[config.mk]
export PLATFORM = sky130hd
export DESIGN_NAME = sub32_serial
export DESIGN_NICKNAME = d
export VERILOG_FILES = /design/src/rtl/sub32_serial_pkg.sv /design/src/rtl/sub32_serial_cla4.sv /design/src/rtl/sub32_serial.sv
export SDC_FILE = /design/constraint.sdc
export NUM_CORES = 1
export LEC_CHECK = 0
export ABC_AREA = 1
export BUFFER_PORTS_ARGS = -buffer_cell sky130_fd_sc_hd__buf_2
export CAP_MARGIN = 30
export CORE_ASPECT_RATIO = 0.9
export CORE_MARGIN = 2
export CORE_UTILIZATION = 49
export DETAILED_ROUTE_END_ITERATION = 8
export GPL_ROUTABILITY_DRIVEN = 1
export PLACE_DENSITY = 0.84
export SETUP_SLACK_MARGIN = 0.2
export SLEW_MARGIN = 15
export SYNTH_ARGS = -nofsm -noshare
export SYNTH_HDL_FRONTEND = slang
export SYNTH_SLANG_ARGS = --single-unit
[constraint.sdc]
create_clock -name clk -period 1.38 [get_ports clk]
set_input_delay 0.138 -clock clk [delete_from_list [all_inputs] [get_ports clk]]
set_output_delay 0.138 -clock clk [all_outputs]
set_load 0.02 [all_outputs]
[src/rtl/sub32_serial_pkg.sv]
// Shared definitions for the serial subtractor: FSM state encoding and slice width.
package sub32_serial_pkg;

    localparam int SLICE_W = 4;

    typedef enum logic [1:0] {
        ST_IDLE = 2'd0,
        ST_RUN  = 2'd1,
        ST_DONE = 2'd2
    } state_t;

endpackage

[src/rtl/sub32_serial_cla4.sv]
// 4-bit carry-lookahead adder slice: s,co = a + b + ci.
module cla4
    import sub32_serial_pkg::*;
(
    input  logic [SLICE_W-1:0] a,
    input  logic [SLICE_W-1:0] b,
    input  logic               ci,
    output logic [SLICE_W-1:0] s,
    output logic               co
);

    logic [SLICE_W-1:0] p;
    logic [SLICE_W-1:0] g;
    logic [SLICE_W:0]   c;

    always_comb begin
        p = a ^ b;
        g = a & b;
        // Every carry is flattened to generate/propagate terms of the slice inputs.
        c[0] = ci;
        c[1] = g[0] | (p[0] & ci);
        c[2] = g[1] | (p[1] & g[0]) | (p[1] & p[0] & ci);
        c[3] = g[2] | (p[2] & g[1]) | (p[2] & p[1] & g[0]) | (p[2] & p[1] & p[0] & ci);
        c[4] = g[3] | (p[3] & g[2]) | (p[3] & p[2] & g[1]) | (p[3] & p[2] & p[1] & g[0])
             | (p[3] & p[2] & p[1] & p[0] & ci);
        s  = p ^ c[SLICE_W-1:0];
        co = c[SLICE_W];
    end

endmodule

[src/rtl/sub32_serial.sv]
// Multi-cycle subtractor diff = a - b - bin, one 4-bit CLA slice per cycle, LSB nibble first.
// Define SUB32_OVF_EN to register signed overflow on ovf; otherwise ovf is tied low.
module sub32_serial
    import sub32_serial_pkg::*;
#(
    parameter int WIDTH = 32
) (
    input  logic             clk,
    input  logic             rst,
    input  logic             start,
    input  logic [WIDTH-1:0] a,
    input  logic [WIDTH-1:0] b,
    input  logic             bin,
    output logic             busy,
    output logic             done,
    output logic [WIDTH-1:0] diff,
    output logic             bout,
    output logic             ovf
);

    localparam int NSLICE = WIDTH / SLICE_W;
    localparam int CNT_W  = $clog2(NSLICE);
    localparam logic [CNT_W-1:0] CNT_LAST = CNT_W'(NSLICE - 1);

    state_t             state;
    state_t             state_next;
    logic [WIDTH-1:0]   opa;
    logic [WIDTH-1:0]   opb;
    logic [WIDTH-1:0]   acc;
    logic               carry;
    logic [CNT_W-1:0]   cnt;
    logic [SLICE_W-1:0] slice_s;
    logic               slice_co;
    logic               accept;
    logic               last_slice;

    assign accept     = start && ((state == ST_IDLE) || (state == ST_DONE));
    assign last_slice = (state == ST_RUN) && (cnt == CNT_LAST);

    cla4 u_slice (
        .a  (opa[SLICE_W-1:0]),
        .b  (opb[SLICE_W-1:0]),
        .ci (carry),
        .s  (slice_s),
        .co (slice_co)
    );

    always_ff @(posedge clk) begin
        if (rst) begin
            state <= ST_IDLE;
        end else begin
            state <= state_next;
        end
    end

    always_comb begin
        state_next = state;
        busy       = 1'b0;
        done       = 1'b0;
        case (state)
            ST_IDLE: begin
                if (start) state_next = ST_RUN;
            end
            ST_RUN: begin
                busy = 1'b1;
                if (cnt == CNT_LAST) state_next = ST_DONE;
            end
            ST_DONE: begin
                done       = 1'b1;
                state_next = start ? ST_RUN : ST_IDLE;
            end
            default: state_next = ST_IDLE;
        endcase
    end

    // Subtraction runs as a + ~b + ~bin; sums enter the accumulator from the top so
    // the first (least significant) nibble ends up at the bottom after NSLICE shifts.
    always_ff @(posedge clk) begin
        if (rst) begin
            opa   <= '0;
            opb   <= '0;
            acc   <= '0;
            carry <= 1'b0;
            cnt   <= '0;
            diff  <= '0;
            bout  <= 1'b0;
        end else if (accept) begin
            opa   <= a;
            opb   <= ~b;
            carry <= ~bin;
            cnt   <= '0;
        end else if (state == ST_RUN) begin
            acc   <= {slice_s, acc[WIDTH-1:SLICE_W]};
            opa   <= opa >> SLICE_W;
            opb   <= opb >> SLICE_W;
            carry <= slice_co;
            cnt   <= cnt + 1'b1;
            if (last_slice) begin
                diff <= {slice_s, acc[WIDTH-1:SLICE_W]};
                bout <= ~slice_co;
            end
        end
    end

`ifdef SUB32_OVF_EN
    logic sa;
    logic sb;

    always_ff @(posedge clk) begin
        if (rst) begin
            sa  <= 1'b0;
            sb  <= 1'b0;
            ovf <= 1'b0;
        end else begin
            if (accept) begin
                sa <= a[WIDTH-1];
                sb <= b[WIDTH-1];
            end
            if (last_slice) begin
                ovf <= (sa ^ sb) & (slice_s[SLICE_W-1] ^ sa);
            end
        end
    end
`else
    assign ovf = 1'b0;
`endif

endmodule

==> results.txt, run 1 <==
CP Launch Type: flop
vias in the first global route: 4,661
die area: 11,400 um2
min-delay worst type: in -> reg
synth top area cells: dfxtp_1 51%, nand2_1 12%, a21oi_1 6.7%, o21ai_0 5.4%, nor2_1 4.6%
Hold Worst Slack: -0.00584 ns
crit path kind: reg -> reg
overall routing resource usage: 0.230
worst endpoint required time: 1.71 ns
unrepaired setup endpoints after global routing: true
reg2reg end: carry
TritonCTS Buffers: 17
n_diodes: 0
initial drt markers: 356
Clock Skews: 0.00802 ns
area leader, netlist: dfxtp_1
Setup-failing EPs final: 0
number of nets in the layout: 861
min-delay src: a[13]
FF+latch count, synth: 131
Vias per Instance: 5.43
Clock Tree Root: clkbuf_16
synthesized net count: 733
final instance area: 7330 um2
status: finished with violations
I/O pin count: 104
Synth Warn #: 0
Post-Syn Area: 5170 um2
H-tree depth: 4
Crit Path Max Fanout: 4
share of cells above drive strength 1: 0.347
maximum clock rate: 744 MHz
RD Place Congestion: 0.775
DP Wirelength: 7.63 mm
switch share: 0.263
Net Switching: 0.00253 W
Area Overhead vs Synth: 41.9%
Syn Inst Count: 658
wire per inst: 15.7 um
initial core utilization: 0.505
Die Wd: 112 um
remaining global-route overflow: 0
post-synth top area share: 0.507
CTS sink count: 131
worst hold path endpoint: opa[13]
Clock Path Buffers: 2
Util after Layout: 0.716
static leakage: 3.03 nW
DR DRC count: 0
dpl cell area: 5780 um2
Final Power: 0.00962 W
Flop pwr share: 0.431
fin crit share: 0.975
commonest non-fill, non-tap cell in the layout: nand2_1
Mean Syn Cell Area: 7.86 um2
first-pass detailed-route iteration total: 6
Clock transition at path regs: 0.05 ns
Cell Pwr Density: 1310 nW/um2
core area: 10,200 um2
worst reg2reg setup slack: 0.04 ns
Rows: 35
fillers: 752
die height: 101 um
antenna violations before repair: 0
max-cap viol count: 0
failing checks: hold timing
reg2reg path depth: 6
r2r startpoint: opb[3]
most frequent cells in the layout: 137 x nand2_1, 120 x dfxtp_1, 100 x buf_2, 60 x nor2_1, 46 x a21oi_1
combinational power share: 0.142
Routed Wire Length: 14.5 mm
Slew Viols, Final: 0
largest net degree at the start of global routing: 80
CTS tree: built
first-pass GRT wire length: 21.2 mm
internal power: 0.00708 W
worst hold stages: 3
Netlist cell types: 30
latest clock arrival within the worst-skew pair: 0.41 ns
Seq/Total Area, Yosys: 0.507
post-route ant nets: 0
Clk pwr share: 0.426
CP Capture Type: flop
I/O Buffers: 102
Arr. time, crit path: 1.68 ns
routed vias: 5,032
Final Hold Vio Count: 3
min cycle time layout: 1.34 ns
worst vdd ir: 0.00150 V
setup_tns: 0 ns
-- Yosys cell counts, drive strengths merged --
master    n
xor2      1
inv      39
o21a      2
a21oi    69
ha        6
dfxtp   131
xnor2     1
o22ai     8
nand2   172
nand3    17
clkbuf   16
nand3b    2
nor2     63
or2       2
buf      28
conb      1
fa        1
a31oi    28
clkinv    2
a211oi    3
o21ai    65
nand4     1
-- critical path, cell delays in order (launching register included) --
cell	delay, ns
dfxtp_1	0.31
ha_1	0.35
nand2_1	0.07
nand3b_1	0.19
nand2_2	0.12
nand2_1	0.08
a21oi_2	0.15
-- worst max path at each step --
stage | endpoint | cells after the start | from | slack (ns)
after floorplan | diff[12] | 7 | cnt[0] | 0.17
after global placement | opa[31] | 6 | state[0] | 0.03
after detailed placement | opa[30] | 6 | state[0] | -0.07
after CTS | acc[28] | 5 | opa[0] | 0.11
after global routing | diff[31] | 8 | opb[2] | -0.007
final | carry | 6 | opb[3] | 0.04
-- area by class of cell --
class	instances	area [um2]	share of cell area
sequential	131	2640	0.360
timing repair buffer	143	1100	0.149
inverter	41	206	0.0281
multi-input combinational	443	2560	0.349
timing repair inverter	9	129	0.0176
tap	129	161	0.0220
clock inverter	10	86.3	0.0118
clock buffer	21	450	0.0614
-- cell families (layout without fill, tap and decap cells) --
logic type / count (synthesis) / in the layout / share of synthesized area
buf+inv: 85 / 224 / 0.0833
xor+xnor: 2 / 2 / 0.00339
flops: 131 / 131 / 0.507
other cells: 1 / 1 / 0.000725
compound gates: 175 / 175 / 0.187
simple gates: 257 / 258 / 0.200
fa+ha+maj: 7 / 7 / 0.0184
-- sequential cells by signal, indices dropped and copies added, names as in the netlist --
name,flops
diff,32
bout,1
carry,1
cnt,3
opb,32
opa,32
acc,28
state,2
-- what timing repair did --
item | in CTS | in global routing
buffers inserted | 7 | 6
endpoints found under the setup margin | 105 | 111
gates cloned | 4 | 11
hold endpoints to repair | 12 | 0
pin swaps | 5 | 34
resized for setup | 44 | 113
hold buffers | 12 | 0
-- routing by layer --
layer  global-route usage  part of all wire
met4               0.0779             0.022
met5                    0                 0
met2                0.383              0.50
met1                0.297              0.42
met3               0.0569             0.060
-- power by group through the flow --
| stage | Combinational, W | Clock, W | Sequential [W] |
|---|---|---|---|
| after floorplan | 0.000646 | 0 | 0.00416 |
| after global placement | 0.000827 | 0 | 0.00418 |
| after detailed placement | 0.000865 | 0 | 0.00419 |
| after CTS | 0.000993 | 0.00411 | 0.00412 |
| after global routing | 0.00149 | 0.00429 | 0.00417 |
| final | 0.00137 | 0.00410 | 0.00415 |
-- through the flow --
| stage | setup WS (ns) | std cells | hold slack [ns] |
|---|---|---|---|
| 6_report | 0.0351 | 927 | -0.00584 |
| 5_1_grt | -0.00668 | 927 | 0.00501 |
| 4_1_cts | 0.109 | 910 | 0.000230 |
| 3_5_place_dp | -0.0714 | 856 | 0.404 |
| 3_3_place_gp | 0.0287 | 856 | 0.398 |
| 2_1_floorplan | 0.168 | 658 | 0.286 |
(Power assumes the default switching activity.)
==> run 2, diff against run 1 <==
CORE_MARGIN = not set   (was 2)
REMOVE_ABC_BUFFERS = 1   (was not set)
==> run 2 against run 1 <==
The flow finishes with violations (setup timing). Cell area grew 19%. Critical endpoint is now diff[31]. Via count grew 20%. Worst setup slack lost 0.083 ns. Global-route usage grew 7.1 points. Critical path type unchanged. Worst hold slack gained 0.016 ns.
==> results.txt, run 2 (synthesis gave the netlist of run 1 again) <==
I/O pin count: 104
WP buf/inv: 3
fin crit share: 1.03
reg2reg path depth: 8
wire per inst: 23.5 um
initial core utilization: 0.505
most frequent cells in the layout: 119 x dfxtp_1, 100 x nand2_1, 99 x buf_2, 44 x nor2_1, 36 x nand2_2
core area: 10,200 um2
largest net degree at the start of global routing: 70
dpl cell area: 5820 um2
final instance area: 8750 um2
I/O Buffers: 102
worst endpoint required time: 1.70 ns
maximum clock rate: 700 MHz
RD Place Congestion: 0.770
CP max stage cell: dfxtp_4
crit path kind: reg -> reg
CTS tree: built
share of cells above drive strength 1: 0.502
TritonCTS Buffers: 17
Crit path max-delay family: flip-flops
n_diodes: 0
Largest stage delay, worst path: 0.35 ns
unrepaired setup endpoints after global routing: true
final std cells w/o fill: 972
Most common cell on crit path: ha_4
remaining global-route overflow: 0
DR DRC count: 0
CTS sink count: 131
CP Capture Type: flop
r2r startpoint: cnt[0]
H-tree depth: 4
min-delay worst type: in -> reg
fillers: 425
first-pass detailed-route iteration total: 6
routed vias: 6,037
PnR worst setup slack: -0.0483 ns
Setup-failing EPs final: 15
post-route ant nets: 0
switch share: 0.288
overall routing resource usage: 0.301
die height: 99.4 um
static leakage: 3.60 nW
Area Overhead vs Synth: 69.2%
Clk pwr share: 0.408
worst reg2reg setup slack: -0.05 ns
internal power: 0.00736 W
WP depth: 8
Die Wd: 110 um
Largest regs: diff x32, opa x32, opb x32
latest clock arrival within the worst-skew pair: 0.43 ns
failing checks: setup timing
Routed Wire Length: 22.8 mm
Rows: 35
DP Wirelength: 7.17 mm
status: finished with violations
Slew Viols, Final: 0
Util after Layout: 0.854
Net Switching: 0.00298 W
number of nets in the layout: 906
Cell Pwr Density: 1180 nW/um2
worst vdd ir: 0.00125 V
Clock Skews: 0.0165 ns
min cycle time layout: 1.43 ns
first-pass GRT wire length: 25.0 mm
Vias per Instance: 6.21
Clock Tree Root: clkbuf_16
reg2reg end: diff[31]
Critical Path, Cell by Cell: ha_4, ha_4, nand2_8, clkinv_8, buf_12, o21a_1, nand2_1, inv_1
Clock Path Buffers: 2
commonest non-fill, non-tap cell in the layout: dfxtp_1
placed cell count: 866
antenna violations before repair: 0
CP endpoint: diff[31]
critical path launch point: cnt[0]
max-cap viol count: 0
Clock transition at path regs: 0.06 ns
initial drt markers: 632
Final Hold Vio Count: 0
Crit Path Max Fanout: 5
Flop pwr share: 0.407
vias in the first global route: 5,172
die area: 11,000 um2
combinational power share: 0.185
setup_tns: -0.272 ns
CP Launch Type: flop
Arr. time, crit path: 1.75 ns
[run 2: changes by cell type in the layout (fill, tap and decap cells not counted), sizes merged]
cell         change
clkbuf           +8
clkinvlp         -3
bufinv           -1
dlygate4sd3     +14
clkinv           -5
inv              -3
nand2            -1
buf             +36
[run 2: worst min path at each step]
stage	startpoint	to	slack [ns]	cells past startpoint
final	a[17]	opa[17]	0.01	3
after global routing	a[2]	opa[2]	0.003	3
after CTS	a[10]	opa[10]	0.0004	3
after detailed placement	a[29]	opa[29]	0.40	3
after global placement	a[28]	opa[28]	0.39	3
after floorplan	rst	carry	0.21	1
[run 2: metrics by stage]
stage / hold slack, ns / power, W / worst slack (ns)
after global placement: 0.394 / 0.00502 / -0.0175
after global routing: 0.00330 / 0.0106 / -0.123
after floorplan: 0.207 / 0.00467 / -0.607
after detailed placement: 0.399 / 0.00504 / -0.0772
final: 0.0106 / 0.0103 / -0.0483
after CTS: 0.000369 / 0.00953 / 0.0664
[run 2: worst register-to-register path, cell delays in order (launching register included)]
cell and delay (ns):
dfxtp_4 0.35, ha_4 0.17, ha_4 0.18, nand2_8 0.11
clkinv_8 0.10, buf_12 0.15, o21a_1 0.16, nand2_1 0.06
inv_1 0.04
[run 2: repair_timing]
action                                  in CTS  in global routing
buffers inserted                            23                  6
endpoints found under the hold margin       25                  1
hold buffers                                25                  1
endpoints found under the setup margin     102                123
gates cloned                                13                  7
pin swaps                                   32                 82
resized for setup                          156                247
[run 2: power groups by stage]
| stage | clock network (W) | logic, W | registers, W |
|---|---|---|---|
| floorplan | 0 | 0.000518 | 0.00415 |
| global placement | 0 | 0.000850 | 0.00417 |
| detailed placement | 0 | 0.000865 | 0.00418 |
| CTS | 0.00409 | 0.00131 | 0.00412 |
| global route | 0.00437 | 0.00198 | 0.00422 |
| finish | 0.00422 | 0.00191 | 0.00421 |
[run 2: area by class of cell]
class,count,area (um2),share of cell area
timing repair inverter,2,41.3,0.00472
timing repair buffer,196,1890,0.216
inverter,41,199,0.0227
clock buffer,26,509,0.0582
sequential,131,2650,0.303
tap,129,161,0.0184
multi-input combinational,442,3280,0.375
clock inverter,5,25.0,0.00286
[run 2: layer usage]
layer / routed length (um) / vias to the layer above / global-route usage
li1: - / 2520 / -
met1: 7670 / 2850 / 0.336
met2: 11100 / 490 / 0.534
met3: 2190 / 177 / 0.0845
met4: 1840 / 0 / 0.121
met5: 0 / - / 0
==> run 3, diff against run 2 <==
CORE_UTILIZATION = 54   (was 49)
PLACE_DENSITY = 0.88   (was 0.84)
clock period = 1.6 ns   (was 1.38 ns; I/O delays follow)
==> run 3 against run 2 <==
The run now ends clean. Register-to-register slack better by 0.25 ns. Routed wire length shrank 34%. Die area is 9.1% lower. Global-route usage fell by 1.9 points. Count of clock-buffer cells in the layout shrank 8. Total power shrank 17%. Critical path depth fell by 3. Sequential power is 15% lower. Via count down 12%. Cell area fell by 18%. Cell count down 2.7%. Critical path type is now reg -> out. Largest cell class is now registers.
==> results.txt, run 3 (synthesis gave the netlist of run 1 again) <==
I/O pin count: 104
wire per inst: 16.0 um
routed vias: 5,286
n_diodes: 0
DR DRC count: 0
share of cells above drive strength 1: 0.227
number of nets in the layout: 886
Final Hold Vio Count: 0
min-delay src: b[20]
placed cell count: 851
register area: 2630 um2
Cell Pwr Density: 1200 nW/um2
status: finished, final reports clean
CP Launch Type: flop
CTS sink count: 131
TritonCTS Buffers: 17
worst hold path endpoint: opb[20]
maximum clock rate: 707 MHz
worst vdd ir: 0.000740 V
WP buf/inv: 4
overall routing resource usage: 0.282
Clock Skews: 0.00921 ns
antenna violations before repair: 0
Largest regs: diff x32, opa x32, opb x32
die area: 9970 um2
area occupied by multi-input gates: 2190 um2
vias in the first global route: 4,880
DP Wirelength: 7.47 mm
final std cells w/o fill: 946
CP Capture Type: output port
min-delay worst type: in -> reg
Clock Tree Root: clkbuf_8
fillers: 534
initial core utilization: 0.561
core area: 9210 um2
worst hold stages: 4
Die Wd: 105 um
RD Place Congestion: 0.830
Arr. time, crit path: 1.25 ns
reg2reg end: opa[7]
static leakage: 3.00 nW
r2r startpoint: state[0]
Area Overhead vs Synth: 38.1%
Clock Path Buffers: 2
min cycle time layout: 1.41 ns
final instance area: 7140 um2
reg2reg path depth: 6
latest clock arrival within the worst-skew pair: 0.52 ns
Vias per Instance: 5.59
I/O Buffers: 102
Crit Path Max Fanout: 2
worst endpoint required time: 1.44 ns
Hold Worst Slack: 0.0278 ns
Largest stage delay, worst path: 0.32 ns
fin crit share: 0.883
post-route ant nets: 0
Clock transition at path regs: 0.06 ns
commonest non-fill, non-tap cell in the layout: nand2_1
Setup-failing EPs final: 0
initial drt markers: 396
Util after Layout: 0.775
Crit path max-delay family: flip-flops
CP max stage cell: dfxtp_2
die height: 94.8 um
first-pass detailed-route iteration total: 5
crit path kind: reg -> out
worst reg2reg setup slack: 0.20 ns
max-cap viol count: 0
most frequent cells in the layout: 166 x nand2_1, 125 x dfxtp_1, 101 x buf_2, 68 x a21oi_1, 62 x nor2_1
Rows: 33
Critical Path, Cell by Cell: inv_2, nand2_4, inv_8, buf_12, buf_6
Slew Viols, Final: 0
CTS tree: built
first-pass GRT wire length: 21.9 mm
remaining global-route overflow: 0
unrepaired setup endpoints after global routing: true
dpl cell area: 5710 um2
H-tree depth: 4
largest net degree at the start of global routing: 86
Routed Wire Length: 15.1 mm
## run 3: cell count changes in the layout (fill, tap and decap cells not counted), moves of 15 or more
cell and delta:
nand2_1 +66, o21ai_2 -23, nand2_4 -28, o21ai_0 +42
buf_6 -18, dlygate4sd3_1 +29, nand2_2 -35, nor2_4 -15
a21oi_1 +33, nor2_1 +18, a21oi_2 -27
## run 3: report_power, final
part / total, W / internal, W / switching (W)
logic: 0.000982 / 0.000433 / 0.000549
registers: 0.00356 / 0.00345 / 0.000110
clock network: 0.00403 / 0.00255 / 0.00147
## run 3: layer usage
layer  global-route usage  up-vias  part of all wire
li1                     -     2477                 -
met1                0.302     2451              0.37
met2                0.528      278              0.52
met3               0.0801       80             0.070
met4                0.114        0             0.039
met5                    0        -                 0
## run 3: worst max path at each step
stage,startpoint,to,slack (ns),cells past startpoint
2_1_floorplan,state[0],diff[4],-0.39,6
3_3_place_gp,cnt[0],diff[6],0.11,6
3_5_place_dp,cnt[0],diff[8],0.07,6
4_1_cts,state[1],opa[1],0.18,8
5_1_grt,opa[0],diff[29],0.14,5
6_report,state[1],busy,0.19,5
## run 3: layout make-up
type                            instances  area share
Sequential cell                       131       0.368
Multi-Input combinational cell        442       0.307
Timing Repair Buffer                  176       0.189
Clock buffer                           18      0.0585
Clock inverter                         14      0.0284
Inverter                               41      0.0254
Tap cell                              122      0.0214
Timing Repair inverter                  2     0.00245
## run 3: tightest hold or removal path, stage by stage
cell     delay, ns
buf_2         0.08
o21ai_0       0.08
a21oi_1       0.13
nor2_1        0.05
## run 3: timing repair
item,in CTS,in global routing
setup buffers,3,1
gates resized for setup,17,20
hold buffers,55,0
pin swaps,1,4
gates cloned,0,4
endpoints found under the hold margin,55,0
endpoints found under the setup margin,51,76
## run 3: through the flow
step / total power (W) / worst slack [ns] / setup TNS [ns]
5_1_grt: 0.00884 / 0.140 / 0
3_3_place_gp: 0.00430 / 0.114 / 0
2_1_floorplan: 0.00403 / -0.387 / -8.45
4_1_cts: 0.00846 / 0.178 / 0
6_report: 0.00857 / 0.186 / 0
3_5_place_dp: 0.00435 / 0.0659 / 0
